[src/rtl/bcd_alu_sequencer_pkg.sv]
// rtl/bcd_alu_sequencer_pkg.sv - op codes, FSM states and BCD digit helpers
package bcd_alu_sequencer_pkg;

  localparam int NDIG = 4;

  localparam logic [2:0] SUMA  = 3'd0;
  localparam logic [2:0] RESTA = 3'd1;
  localparam logic [2:0] MULT  = 3'd2;
  localparam logic [2:0] DIV   = 3'd3;

  typedef enum logic [2:0] {
    IDLE      = 3'd0,
    ADDSUB    = 3'd1,
    MUL_SHIFT = 3'd2,
    MUL_ADD   = 3'd3,
    MOD_TRY   = 3'd4,
    DONE      = 3'd5
  } state_e;

  // Returns {carry_out, sum_digit}; non-BCD digits give a defined but meaningless value.
  function automatic logic [4:0] bcd_digit_add(input logic [3:0] a, input logic [3:0] b,
                                               input logic cin);
    logic [4:0] t;
    logic [4:0] t_adj;
    t     = {1'b0, a} + {1'b0, b} + {4'b0000, cin};
    t_adj = t + 5'd6;
    if (t > 5'd9) return {1'b1, t_adj[3:0]};
    return t;
  endfunction

  function automatic logic [3:0] bcd_nines(input logic [3:0] d);
    return 4'd9 - d;
  endfunction

endpackage

[src/rtl/bcd_alu_sequencer_if.sv]
// rtl/bcd_alu_sequencer_if.sv - request/result bundle between calculator FSM and sequencer
interface bcd_alu_sequencer_if;
  logic        start;
  logic [2:0]  op_code;
  logic [15:0] lhs;
  logic [15:0] rhs;
  logic        busy;
  logic        done;
  logic [15:0] result;
  logic        negative;
  logic        overflow;
  logic        div_by_zero;

  modport master (
    output start, op_code, lhs, rhs,
    input  busy, done, result, negative, overflow, div_by_zero
  );

  modport slave (
    input  start, op_code, lhs, rhs,
    output busy, done, result, negative, overflow, div_by_zero
  );
endinterface

[src/rtl/bcd_addsub_16.sv]
// rtl/bcd_addsub_16.sv - combinational 4-digit BCD adder/subtractor
module bcd_addsub_16
  import bcd_alu_sequencer_pkg::*;
(
  input  logic [15:0] a,
  input  logic [15:0] b,
  input  logic        sub,
  output logic [15:0] s,
  output logic        carry_or_borrow,
  output logic [15:0] magnitude
);

  logic [15:0] neg;
  logic        c_sum;
  logic        c_neg;
  logic [4:0]  dsum;
  logic [4:0]  dneg;

  // Subtraction is a + nines(b) + 1; a missing carry-out means a < b,
  // and the magnitude is then the ten's complement of the raw sum.
  always_comb begin
    s     = '0;
    neg   = '0;
    c_sum = sub;
    c_neg = 1'b1;
    dsum  = '0;
    dneg  = '0;
    for (int i = 0; i < NDIG; i++) begin
      dsum = bcd_digit_add(a[4*i +: 4], sub ? bcd_nines(b[4*i +: 4]) : b[4*i +: 4], c_sum);
      s[4*i +: 4] = dsum[3:0];
      c_sum = dsum[4];
    end
    for (int i = 0; i < NDIG; i++) begin
      dneg = bcd_digit_add(bcd_nines(s[4*i +: 4]), 4'd0, c_neg);
      neg[4*i +: 4] = dneg[3:0];
      c_neg = dneg[4];
    end
    carry_or_borrow = sub ? ~c_sum : c_sum;
    magnitude       = (sub && !c_sum) ? neg : s;
  end

endmodule

[src/rtl/bcd_alu_sequencer.sv]
// rtl/bcd_alu_sequencer.sv - multi-cycle BCD add/sub/mult/remainder sequencer
module bcd_alu_sequencer
  import bcd_alu_sequencer_pkg::*;
(
  input  logic             clk,
  input  logic             reset_in,
  bcd_alu_sequencer_if.slave bus
);

  state_e      state, state_nx;
  logic [2:0]  op_q, op_nx;
  logic [15:0] lhs_q, lhs_nx;
  logic [15:0] rhs_q, rhs_nx;
  logic [15:0] acc, acc_nx;
  logic [1:0]  idx, idx_nx;
  logic [3:0]  count, count_nx;
  logic        busy_q, busy_nx;
  logic        done_q, done_nx;
  logic [15:0] result_q, result_nx;
  logic        negative_q, negative_nx;
  logic        overflow_q, overflow_nx;
  logic        dbz_q, dbz_nx;

  logic [15:0] add_a, add_b, add_s, add_mag;
  logic        add_sub, add_cob;
  logic [3:0]  rhs_digit;
  logic [31:0] trial_wide;
  logic        shifted_out;

  bcd_addsub_16 u_addsub (
    .a               (add_a),
    .b               (add_b),
    .sub             (add_sub),
    .s               (add_s),
    .carry_or_borrow (add_cob),
    .magnitude       (add_mag)
  );

  assign rhs_digit   = rhs_q[{idx, 2'b00} +: 4];
  assign trial_wide  = {16'h0000, rhs_q} << {idx, 2'b00};
  assign shifted_out = |trial_wide[31:16];

  always_comb begin
    add_a   = acc;
    add_b   = lhs_q;
    add_sub = 1'b0;
    case (state)
      ADDSUB: begin
        add_a   = lhs_q;
        add_b   = rhs_q;
        add_sub = (op_q == RESTA);
      end
      MOD_TRY: begin
        add_b   = trial_wide[15:0];
        add_sub = 1'b1;
      end
      default: ;
    endcase
  end

  always_ff @(posedge clk or posedge reset_in) begin
    if (reset_in) begin
      state      <= IDLE;
      op_q       <= '0;
      lhs_q      <= '0;
      rhs_q      <= '0;
      acc        <= '0;
      idx        <= '0;
      count      <= '0;
      busy_q     <= 1'b0;
      done_q     <= 1'b0;
      result_q   <= '0;
      negative_q <= 1'b0;
      overflow_q <= 1'b0;
      dbz_q      <= 1'b0;
    end else begin
      state      <= state_nx;
      op_q       <= op_nx;
      lhs_q      <= lhs_nx;
      rhs_q      <= rhs_nx;
      acc        <= acc_nx;
      idx        <= idx_nx;
      count      <= count_nx;
      busy_q     <= busy_nx;
      done_q     <= done_nx;
      result_q   <= result_nx;
      negative_q <= negative_nx;
      overflow_q <= overflow_nx;
      dbz_q      <= dbz_nx;
    end
  end

  always_comb begin
    state_nx    = state;
    op_nx       = op_q;
    lhs_nx      = lhs_q;
    rhs_nx      = rhs_q;
    acc_nx      = acc;
    idx_nx      = idx;
    count_nx    = count;
    busy_nx     = busy_q;
    done_nx     = 1'b0;
    result_nx   = result_q;
    negative_nx = negative_q;
    overflow_nx = overflow_q;
    dbz_nx      = dbz_q;
    case (state)
      IDLE: begin
        if (bus.start) begin
          op_nx       = bus.op_code;
          lhs_nx      = bus.lhs;
          rhs_nx      = bus.rhs;
          acc_nx      = '0;
          idx_nx      = 2'd3;
          count_nx    = '0;
          busy_nx     = 1'b1;
          result_nx   = '0;
          negative_nx = 1'b0;
          overflow_nx = 1'b0;
          dbz_nx      = 1'b0;
          case (bus.op_code)
            SUMA, RESTA: state_nx = ADDSUB;
            MULT:        state_nx = MUL_SHIFT;
            DIV: begin
              if (bus.rhs == 16'h0000) begin
                dbz_nx   = 1'b1;
                state_nx = DONE;
              end else begin
                acc_nx   = bus.lhs;
                state_nx = MOD_TRY;
              end
            end
            default:     state_nx = DONE;
          endcase
        end
      end
      ADDSUB: begin
        acc_nx      = add_mag;
        negative_nx = (op_q == RESTA) && add_cob;
        state_nx    = DONE;
      end
      MUL_SHIFT: begin
        acc_nx = {acc[11:0], 4'h0};
        if (acc[15:12] != 4'h0) overflow_nx = 1'b1;
        // Clamping keeps non-BCD digits within the worst-case latency.
        count_nx = (rhs_digit > 4'd9) ? 4'd9 : rhs_digit;
        if (rhs_digit == 4'd0) begin
          if (idx != 2'd0) idx_nx = idx - 2'd1;
          else             state_nx = DONE;
        end else begin
          state_nx = MUL_ADD;
        end
      end
      MUL_ADD: begin
        acc_nx   = add_s;
        count_nx = count - 4'd1;
        if (add_cob) overflow_nx = 1'b1;
        if (count == 4'd1) begin
          if (idx != 2'd0) begin
            idx_nx   = idx - 2'd1;
            state_nx = MUL_SHIFT;
          end else begin
            state_nx = DONE;
          end
        end
      end
      MOD_TRY: begin
        // count tracks subtractions at this scale; a tenth try always advances.
        if (shifted_out || add_cob || count == 4'd9) begin
          count_nx = '0;
          if (idx == 2'd0) state_nx = DONE;
          else             idx_nx = idx - 2'd1;
        end else begin
          acc_nx   = add_s;
          count_nx = count + 4'd1;
        end
      end
      DONE: begin
        done_nx   = 1'b1;
        busy_nx   = 1'b0;
        result_nx = acc;
        state_nx  = IDLE;
      end
      default: state_nx = IDLE;
    endcase
  end

  assign bus.busy        = busy_q;
  assign bus.done        = done_q;
  assign bus.result      = result_q;
  assign bus.negative    = negative_q;
  assign bus.overflow    = overflow_q;
  assign bus.div_by_zero = dbz_q;

endmodule
[src/flat_wrapper.sv]
// flat-port wrapper written by rule: the top's interface ports become plain ports
module bcd_alu_sequencer_flat import bcd_alu_sequencer_pkg::*;
  (clk, reset_in, bus_start, bus_op_code, bus_lhs, bus_rhs, bus_busy, bus_done, bus_result, bus_negative, bus_overflow, bus_div_by_zero);
  bcd_alu_sequencer_if bus_i ();
  input  logic clk;
  input  logic reset_in;
  input wire logic [$bits(bus_i.start)-1:0] bus_start;
  input wire logic [$bits(bus_i.op_code)-1:0] bus_op_code;
  input wire logic [$bits(bus_i.lhs)-1:0] bus_lhs;
  input wire logic [$bits(bus_i.rhs)-1:0] bus_rhs;
  output wire logic [$bits(bus_i.busy)-1:0] bus_busy;
  output wire logic [$bits(bus_i.done)-1:0] bus_done;
  output wire logic [$bits(bus_i.result)-1:0] bus_result;
  output wire logic [$bits(bus_i.negative)-1:0] bus_negative;
  output wire logic [$bits(bus_i.overflow)-1:0] bus_overflow;
  output wire logic [$bits(bus_i.div_by_zero)-1:0] bus_div_by_zero;
  assign bus_i.start = bus_start;
  assign bus_i.op_code = bus_op_code;
  assign bus_i.lhs = bus_lhs;
  assign bus_i.rhs = bus_rhs;
  assign bus_busy = bus_i.busy;
  assign bus_done = bus_i.done;
  assign bus_result = bus_i.result;
  assign bus_negative = bus_i.negative;
  assign bus_overflow = bus_i.overflow;
  assign bus_div_by_zero = bus_i.div_by_zero;
  bcd_alu_sequencer u_core (.clk(clk), .reset_in(reset_in), .bus(bus_i));
endmodule
[config.mk]
export PLATFORM = sky130hd
export DESIGN_NAME = bcd_alu_sequencer_flat
export DESIGN_NICKNAME = d
export VERILOG_FILES = /design/src/rtl/bcd_alu_sequencer_pkg.sv /design/src/rtl/bcd_alu_sequencer_if.sv /design/src/rtl/bcd_addsub_16.sv /design/src/rtl/bcd_alu_sequencer.sv /design/src/flat_wrapper.sv
export SDC_FILE = /design/constraint.sdc
export NUM_CORES = 1
export LEC_CHECK = 0
export ABC_CLOCK_PERIOD_IN_PS = 19890
export CAP_MARGIN = 20
export CELL_PAD_IN_SITES_DETAIL_PLACEMENT = 1
export CELL_PAD_IN_SITES_GLOBAL_PLACEMENT = 2
export CORE_MARGIN = 2
export CORE_UTILIZATION = 40
export CTS_BUF_LIST = sky130_fd_sc_hd__clkbuf_4
export CTS_CLUSTER_DIAMETER = 150
export CTS_CLUSTER_SIZE = 30
export DETAILED_ROUTE_END_ITERATION = 6
export PLACE_DENSITY = 0.86
export SKIP_LAST_GASP = 1
export SLEW_MARGIN = 20
export SYNTH_ARGS = -nofsm -noshare
export SYNTH_HDL_FRONTEND = slang
export SYNTH_HIERARCHICAL = 1
export SYNTH_SLANG_ARGS = --single-unit
[constraint.sdc]
create_clock -name clk -period 19.89 [get_ports clk]
set_clock_uncertainty 0.05 [all_clocks]
set_input_delay 3.978 -clock clk [delete_from_list [all_inputs] [get_ports clk]]
set_output_delay 3.978 -clock clk [all_outputs]
set_load 0.01 [all_outputs]
Word level (Yosys, flattened, before mapping)
Cells that the tools add are included.
{"block": "classes", "n_addsub": 31, "multipliers": 0, "div": 0, "n_lt_le_gt_ge": 9, "eq_ne": 21, "n_shift": 2, "muxes": 71, "bitwise_logic": 1, "reduce_logical": 27}
{"cell": "2-to-1 mux 16 bit", "count": 7}
{"cell": "one-hot mux 16 bit (5 select lines)", "count": 1}
{"cell": "2-to-1 mux 5 bit", "count": 14}
{"cell": "one-hot mux 16 bit (2 select lines)", "count": 2}
{"cell": "> comparator 5 x 4 -> 1 bit (second input constant)", "count": 8}
{"cell": "2-to-1 mux 4 bit", "count": 9}
{"cell": "adder 4 x 3 -> 4 bit (second input constant)", "count": 8}
{"cell": "left shift 16 x 4 -> 32 bit", "count": 1}
{"cell": "subtractor 4 bit (first input constant)", "count": 8}
{"cell": "2-to-1 mux 3 bit", "count": 7}
{"cell": "adder 4 x 4 -> 5 bit", "count": 4}
{"cell": "adder 5 x 1 -> 5 bit", "count": 4}
{"cell": "2-to-1 mux 1 bit", "count": 17}
{"cell": "zero test 16 bit", "count": 1}
{"cell": "one-hot mux 4 bit (4 select lines)", "count": 1}
{"cell": "OR reduction 16 bit", "count": 1}
{"cell": "indexed part select 16 x 5 -> 4 bit", "count": 1}
{"cell": "adder 4 x 1 -> 5 bit", "count": 3}
{"cell": "one-hot mux 3 bit (5 select lines)", "count": 1}
{"cell": "== test 3 x 2 -> 1 bit (second input constant)", "count": 4}
{"cell": "2-to-1 mux 2 bit", "count": 6}
{"cell": "inequality test 2 x 1 -> 1 bit (second input constant)", "count": 6}
{"cell": "== test 3 x 1 -> 1 bit (second input constant)", "count": 3}
{"cell": "one-hot mux 3 bit (3 select lines)", "count": 1}
{"cell": "other kinds (30)", "count": 44}
{"block": "totals", "reg_bits": 81, "latchBits": 0, "ramBits": 0, "mem_bits_ro": 0, "input_bits": 38, "out_inout_bits": 21, "elab_cells": 175, "n_memories": 0}

Longest topological paths before layout
{"block": "depth", "depth_word": 28, "depth_mapped": 59, "mapped_depth_nobuf": 57}

Cells and area by module
Netlist, hierarchy kept.
{"module": "bcd_alu_sequencer", "n_inst": 1, "cells_per_inst": 565, "area_per_inst_um2": 4857.2, "seq_area_each_um2": 2026.9}
{"module": "bcd_addsub_16", "n_inst": 1, "cells_per_inst": 323, "area_per_inst_um2": 2521.2, "seq_area_each_um2": 0.0}

Worst setup path after synthesis
No wires, ideal clock.
{"block": "synth_timing", "path_kind": "flip-flop to flip-flop", "from": "register u_core.state[0]", "to": "register u_core.acc[15]", "setup_time_ns": 0.130, "arrival_time_ns": 11.281, "t_required_ns": 19.710, "slack_ns": 8.428, "path_stages_with_launch": 51, "n_path_buf": 2, "period_less_slack_ns": 11.462, "path_cell_list": "dfrtp_1 -> clkbuf_1 -> nor3_1 -> nor2_1 -> clkbuf_1 -> a22o_1 -> inv_1 -> ha_1 -> nand2_1 -> o21ai_0 -> ha_1 -> xnor2_1 -> ha_1 -> a21boi_0 -> o31a_1 -> inv_1 -> fa_1 -> fa_1 -> [... 15 more ...] -> xnor2_1 -> ha_1 -> nor2b_1 -> o31a_1 -> mux2i_1 -> inv_1 -> ha_1 -> xor2_1 -> ha_1 -> nor2b_1 -> nor3_1 -> mux2_4 -> a211oi_1 -> nor3_1 -> mux2_2 -> a22o_1 -> a222oi_1 -> a21oi_2"}
{"block": "synth_between", "elab_chain_cells": 28, "word_cells_on_any_way": 79, "classes_between": "add/sub (25); order compare (8); eq/ne (6); mux (32); bitwise (1); reduce/logical (7)"}
{"element": "from (decl)", "line_no": "bcd_alu_sequencer.sv:10", "rtl": "state_e state, state_nx;"}
{"element": "from (signal assigned)", "line_no": "bcd_alu_sequencer.sv:77", "rtl": "state <= state_nx;"}
{"element": "== test 3 bit / == test 3 x 1 -> 1 bit (equally long branches)", "line_no": "bcd_alu_sequencer.sv:47", "rtl": "case (state)"}
{"element": "one-hot mux 16 bit (2 select lines) (*)", "line_no": "bcd_alu_sequencer.sv:47"}
{"element": "via u_core.add_b[1]", "line_no": "bcd_alu_sequencer.sv:24", "rtl": "logic [15:0] add_a, add_b, add_s, add_mag;"}
{"element": "subtractor 4 bit", "line_no": "bcd_alu_sequencer_pkg.sv:32", "rtl": "return 4'd9 - d;"}
{"element": "2-to-1 mux 4 bit (*)", "line_no": "bcd_addsub_16.sv:29", "rtl": "dsum = bcd_digit_add(a[4*i +: 4], sub ? bcd_nines(b[4*i +: 4]) : b[4*i +: 4], c_sum);"}
{"element": "adder 4 x 4 -> 5 bit (*)", "line_no": "bcd_alu_sequencer_pkg.sv:25", "rtl": "t = {1'b0, a} + {1'b0, b} + {4'b0000, cin};"}
{"element": "adder 5 x 1 -> 5 bit (*)", "line_no": "bcd_alu_sequencer_pkg.sv:25"}
{"element": "> comparator 5 x 4 -> 1 bit", "line_no": "bcd_alu_sequencer_pkg.sv:27", "rtl": "if (t > 5'd9) return {1'b1, t_adj[3:0]};"}
{"element": "[... 14 more ...]"}
{"element": "via u_core.add_s[14]", "line_no": "bcd_alu_sequencer.sv:24"}
{"element": "subtractor 4 bit (*)", "line_no": "bcd_alu_sequencer_pkg.sv:32"}
{"element": "adder 4 x 1 -> 5 bit (*)", "line_no": "bcd_alu_sequencer_pkg.sv:25"}
{"element": "adder 4 x 3 -> 4 bit / > comparator 5 x 4 -> 1 bit (equally long branches)", "line_no": "bcd_alu_sequencer_pkg.sv:26, bcd_alu_sequencer_pkg.sv:27"}
{"element": "2-to-1 mux 4 bit / 2-to-1 mux 1 bit (equally long branches)", "line_no": "bcd_alu_sequencer_pkg.sv:27"}
{"element": "2-to-1 mux 4 bit (*)", "line_no": "bcd_alu_sequencer_pkg.sv:28", "rtl": "return t;"}
{"element": "2-to-1 mux 16 bit (*)", "line_no": "bcd_addsub_16.sv:39", "rtl": "magnitude = (sub && !c_sum) ? neg : s;"}
{"element": "via u_core.add_mag[15]", "line_no": "bcd_alu_sequencer.sv:24"}
{"element": "one-hot mux 16 bit (5 select lines) (*)", "line_no": "bcd_alu_sequencer.sv:107", "rtl": "case (state)"}
{"element": "to (signal assigned)", "line_no": "bcd_alu_sequencer.sv:81", "rtl": "acc <= acc_nx;"}
{"element": "to (decl)", "line_no": "bcd_alu_sequencer.sv:14", "rtl": "logic [15:0] acc, acc_nx;"}
The timed path passes the listed nets; every way through them passes the cells marked *. The select of a mux whose other input is x is not followed.
A chain may end at the register's enable or synchronous reset.

Worst setup path in the final report
{"block": "layout_timing", "from": "register u_core.state[0]", "to": "register u_core.acc[15]"}
{"block": "layout_between", "elab_chain_cells": 28, "word_cells_on_any_way": 79, "classes_between": "add/sub (25); order compare (8); eq/ne (6); mux (32); bitwise (1); reduce/logical (7)"}
{"element": "== test 3 bit / == test 3 x 1 -> 1 bit (equally long branches)", "line_no": "bcd_alu_sequencer.sv:47"}
{"element": "one-hot mux 16 bit (2 select lines) (*)", "line_no": "bcd_alu_sequencer.sv:47"}
{"element": "via u_core.add_b[1]", "line_no": "bcd_alu_sequencer.sv:24"}
{"element": "subtractor 4 bit", "line_no": "bcd_alu_sequencer_pkg.sv:32"}
{"element": "2-to-1 mux 4 bit (*)", "line_no": "bcd_addsub_16.sv:29"}
{"element": "adder 4 x 4 -> 5 bit (*)", "line_no": "bcd_alu_sequencer_pkg.sv:25"}
{"element": "adder 5 x 1 -> 5 bit (*)", "line_no": "bcd_alu_sequencer_pkg.sv:25"}
{"element": "> comparator 5 x 4 -> 1 bit", "line_no": "bcd_alu_sequencer_pkg.sv:27"}
{"element": "[... 6 more ...]"}
{"element": "via u_core.add_s[6]", "line_no": "bcd_alu_sequencer.sv:24"}
{"element": "[... 8 more ...]"}
{"element": "2-to-1 mux 5 bit (*)", "line_no": "bcd_alu_sequencer_pkg.sv:28"}
{"element": "adder 4 x 1 -> 5 bit (*)", "line_no": "bcd_alu_sequencer_pkg.sv:25"}
{"element": "adder 4 x 3 -> 4 bit / > comparator 5 x 4 -> 1 bit (equally long branches)", "line_no": "bcd_alu_sequencer_pkg.sv:26, bcd_alu_sequencer_pkg.sv:27"}
{"element": "2-to-1 mux 4 bit / 2-to-1 mux 1 bit (equally long branches)", "line_no": "bcd_alu_sequencer_pkg.sv:27"}
{"element": "2-to-1 mux 4 bit (*)", "line_no": "bcd_alu_sequencer_pkg.sv:28"}
{"element": "2-to-1 mux 16 bit (*)", "line_no": "bcd_addsub_16.sv:39"}
{"element": "via u_core.add_mag[15]", "line_no": "bcd_alu_sequencer.sv:24"}
{"element": "one-hot mux 16 bit (5 select lines) (*)", "line_no": "bcd_alu_sequencer.sv:107"}
Marked as above.

==> flow_summary.ini <==
[run_status]
status = completed

[placement]
gp_congestion = 0.923
pre_cts_ws_ps = 6050
io_buffers = 58
dp_hpwl_mm = 18.5
placedCellCount = 1142

[synth]
synth.distinct_cells = 78
synth_warnings = 6
synthArstFlopShare = 1.00
yosys.area_share.simple = 0.220
synth_top_family_by_area = compound AO/OA/AOI/OAI gates
ys_seq_elements = 81
seq_area_frac_synth = 0.275
ys_top_cells_by_area = dfrtp_1 27%, nand2_1 10%, ha_1 8.3%, nor2_1 3.1%, a22o_1 2.8%
synth-compound-area-share = 0.240
synth_xor_area_frac = 0.0392
syn_area_um2 = 7380
synthDominantCellAreaShare = 0.275
syn_nets = 982
postSynthAreaPerCell_um2 = 8.31
synthAdderAreaFrac = 0.102
synth_common_cells = 197 x nand2_1, 81 x dfrtp_1, 60 x nor2_1, 49 x ha_1, 49 x inv_1
synth.most_common_cell = nand2_1
synth_top_cell_by_area = dfrtp_1
synthesis.instances = 888
synth_edf_count = 0
synthMuxAreaShare = 0.0692
synth_ff_type = dfrtp_1

[clock_network]
clock_sinks = 81
cts_setup_buffers = 0
numCtsBuffers = 9
htree_num_levels = 3
holdBufCountCts = 0
clk_pin_slew_ps = 150
root_buffer = clkbuf_4
cts.path.max_buffers = 2
cts_resized = 0
clkLatencyLatePin_ps = 470
cts_tree = done

[sta]
period_share = 0.704
rsz0062_at_grt = no
max_slew_margin = 0.359
slew_violations = 0
holdWs_ps = 457
finalSetupTns_ps = 0
fmax_ghz = 0.0714
min_period_ps = 14010
setup_violations = 0
setup_ws_ps = 5880
finalHoldViolCount = 0
tightest_slew_ps = 962

[setup_path]
path_class = flip-flop to flip-flop
reg2regPathDepth = 56
crit_arrival_ps = 14320
crit_start = u_core/state[0]$_DFFE_PP0P_
cp_num_buf_inv = 5
crit_end = u_core/acc[15]$_DFFE_PP0P_
cp-end-kind = flip-flop
crit_slowest_cell = nor2b_1
cp_top_family = adder cells
cp.depth = 56
cp-start-kind = flip-flop
cp_slowest_stage_delay_ps = 770
path_common_cell = ha_1
worstPathRequired_ps = 20200
r2r_end = u_core/acc[15]$_DFFE_PP0P_
critPathMaxFanout = 31
ff2ff_setup_slack_ps = 5880
timing.rr.start = u_core/state[0]$_DFFE_PP0P_

[global_route]
first_global_vias = 7138
grt_usage = 0.247
grt_max_degree = 51
grt_overflow = 0
grt_pass1_wl_mm = 38.8
antenna_found_initial = 1

[die]
die_x_um = 140
dieHeight_um = 140
rows = 49
initial_core_util = 0.409
core_um2 = 18000
dieArea_um2 = 19500
num_io_pins = 59

[drt]
dr.pass1.iters = 5
wl_per_cell_um = 20.5
drtAntennaViolNets = 0
routed_wl_mm = 23.8
drt-initial-drc-count = 377
drc_errors = 0
vias = 6791
viasPerCell = 5.86

[run]
timing.max_cap.violations = 0

[cells_and_area]
syn_to_final_growth_pct = 12.0
drive_above_1_share = 0.103
stdcell_count = 1159
nNetsFinal = 1018

[hold_path]
hold_class = flip-flop to flip-flop
==> layout by cell type (no fill, tap or decap), types with 17 or more instances in the layout <==
master           count
a22oi_1             17
dfrtp_1             81
inv_1               48
nor3_1              19
a21oi_1             22
a22o_1              24
nor2_1              59
clkdlybuf4s50_1     58
nand2_1            197
ha_1                49
xnor2_1             22
mux2i_1             17
mux2_2              17
o21ai_0             25
==> kinds of logic after synthesis <==
kind of cell / after synthesis
and+or+nand+nor: 363
adders and majority gates: 56
AOI/OAI and AO/OA: 216
xor gates and xnor gates: 33
buffers and inverters: 97
DFF: 81
muxes: 42
==> state kept, by name, summed over array words and instances (netlist names) <==
signal and cells:
u_core/state 3, u_core/bus.negative 1, u_core/bus.result 16, u_core/rhs_q 16
u_core/lhs_q 16, u_core/bus.div_by_zero 1, u_core/acc 16, u_core/bus.busy 1
u_core/bus.done 1, u_core/count 4, u_core/idx 2, u_core/op_q 3
u_core/bus.overflow 1
==> metal layers <==
metal  part of all wire  up-vias  track usage
met4              0.021        0       0.0758
met2               0.48      133        0.418
met5                  0        -            0
li1                   -     3246            -
met1               0.46     3379        0.329
met3              0.036       33       0.0317
==> worst reg2reg max path: cells and delay by family, from the launching register on <==
kind | cells | cell delay (ps)
AOI/OAI and AO/OA | 14 | 3180
xor gates and xnor gates | 5 | 1530
adders and majority gates | 14 | 4020
buffers and inverters | 5 | 730
DFF | 1 | 340
muxes | 3 | 890
and+or+nand+nor | 15 | 3200
==> metrics by stage <==
step            util  area [um2]
2_1_floorplan      -        7380
3_3_place_gp   0.452        8150
3_5_place_dp   0.452        8150
4_1_cts        0.458        8260
5_1_grt        0.459        8270
6_report       0.459        8270
==> layout make-up <==
class | count | area, um2
flip-flops and latches | 81 | 2030
clock inverters | 6 | 35.0
diodes | 1 | 2.50
multi-input cells | 710 | 4970
well taps | 229 | 287
inverters | 50 | 189
fillers | 2180 | 9760
clock buffers | 10 | 75.1
repair buffers | 72 | 686
==> worst min-delay path by stage <==
stage	start	to	slack, ps	cells after the start
3_5_place_dp	u_core/bus.result[15]$_DFFE_PP0P_	u_core/bus.result[15]$_DFFE_PP0P_	430	1
6_report	u_core/bus.overflow$_DFFE_PP0P_	u_core/bus.overflow$_DFFE_PP0P_	460	2
2_1_floorplan	u_core/op_q[2]$_DFFE_PP0P_	u_core/op_q[2]$_DFFE_PP0P_	400	2
5_1_grt	u_core/bus.result[9]$_DFFE_PP0P_	u_core/bus.result[9]$_DFFE_PP0P_	500	1
4_1_cts	u_core/bus.overflow$_DFFE_PP0P_	u_core/bus.overflow$_DFFE_PP0P_	470	2
3_3_place_gp	u_core/op_q[1]$_DFFE_PP0P_	u_core/op_q[1]$_DFFE_PP0P_	410	2
Power is left out: the tool's default activity adds up to more than one toggle a clock period on the data nets, which glitch-free logic cannot reach.
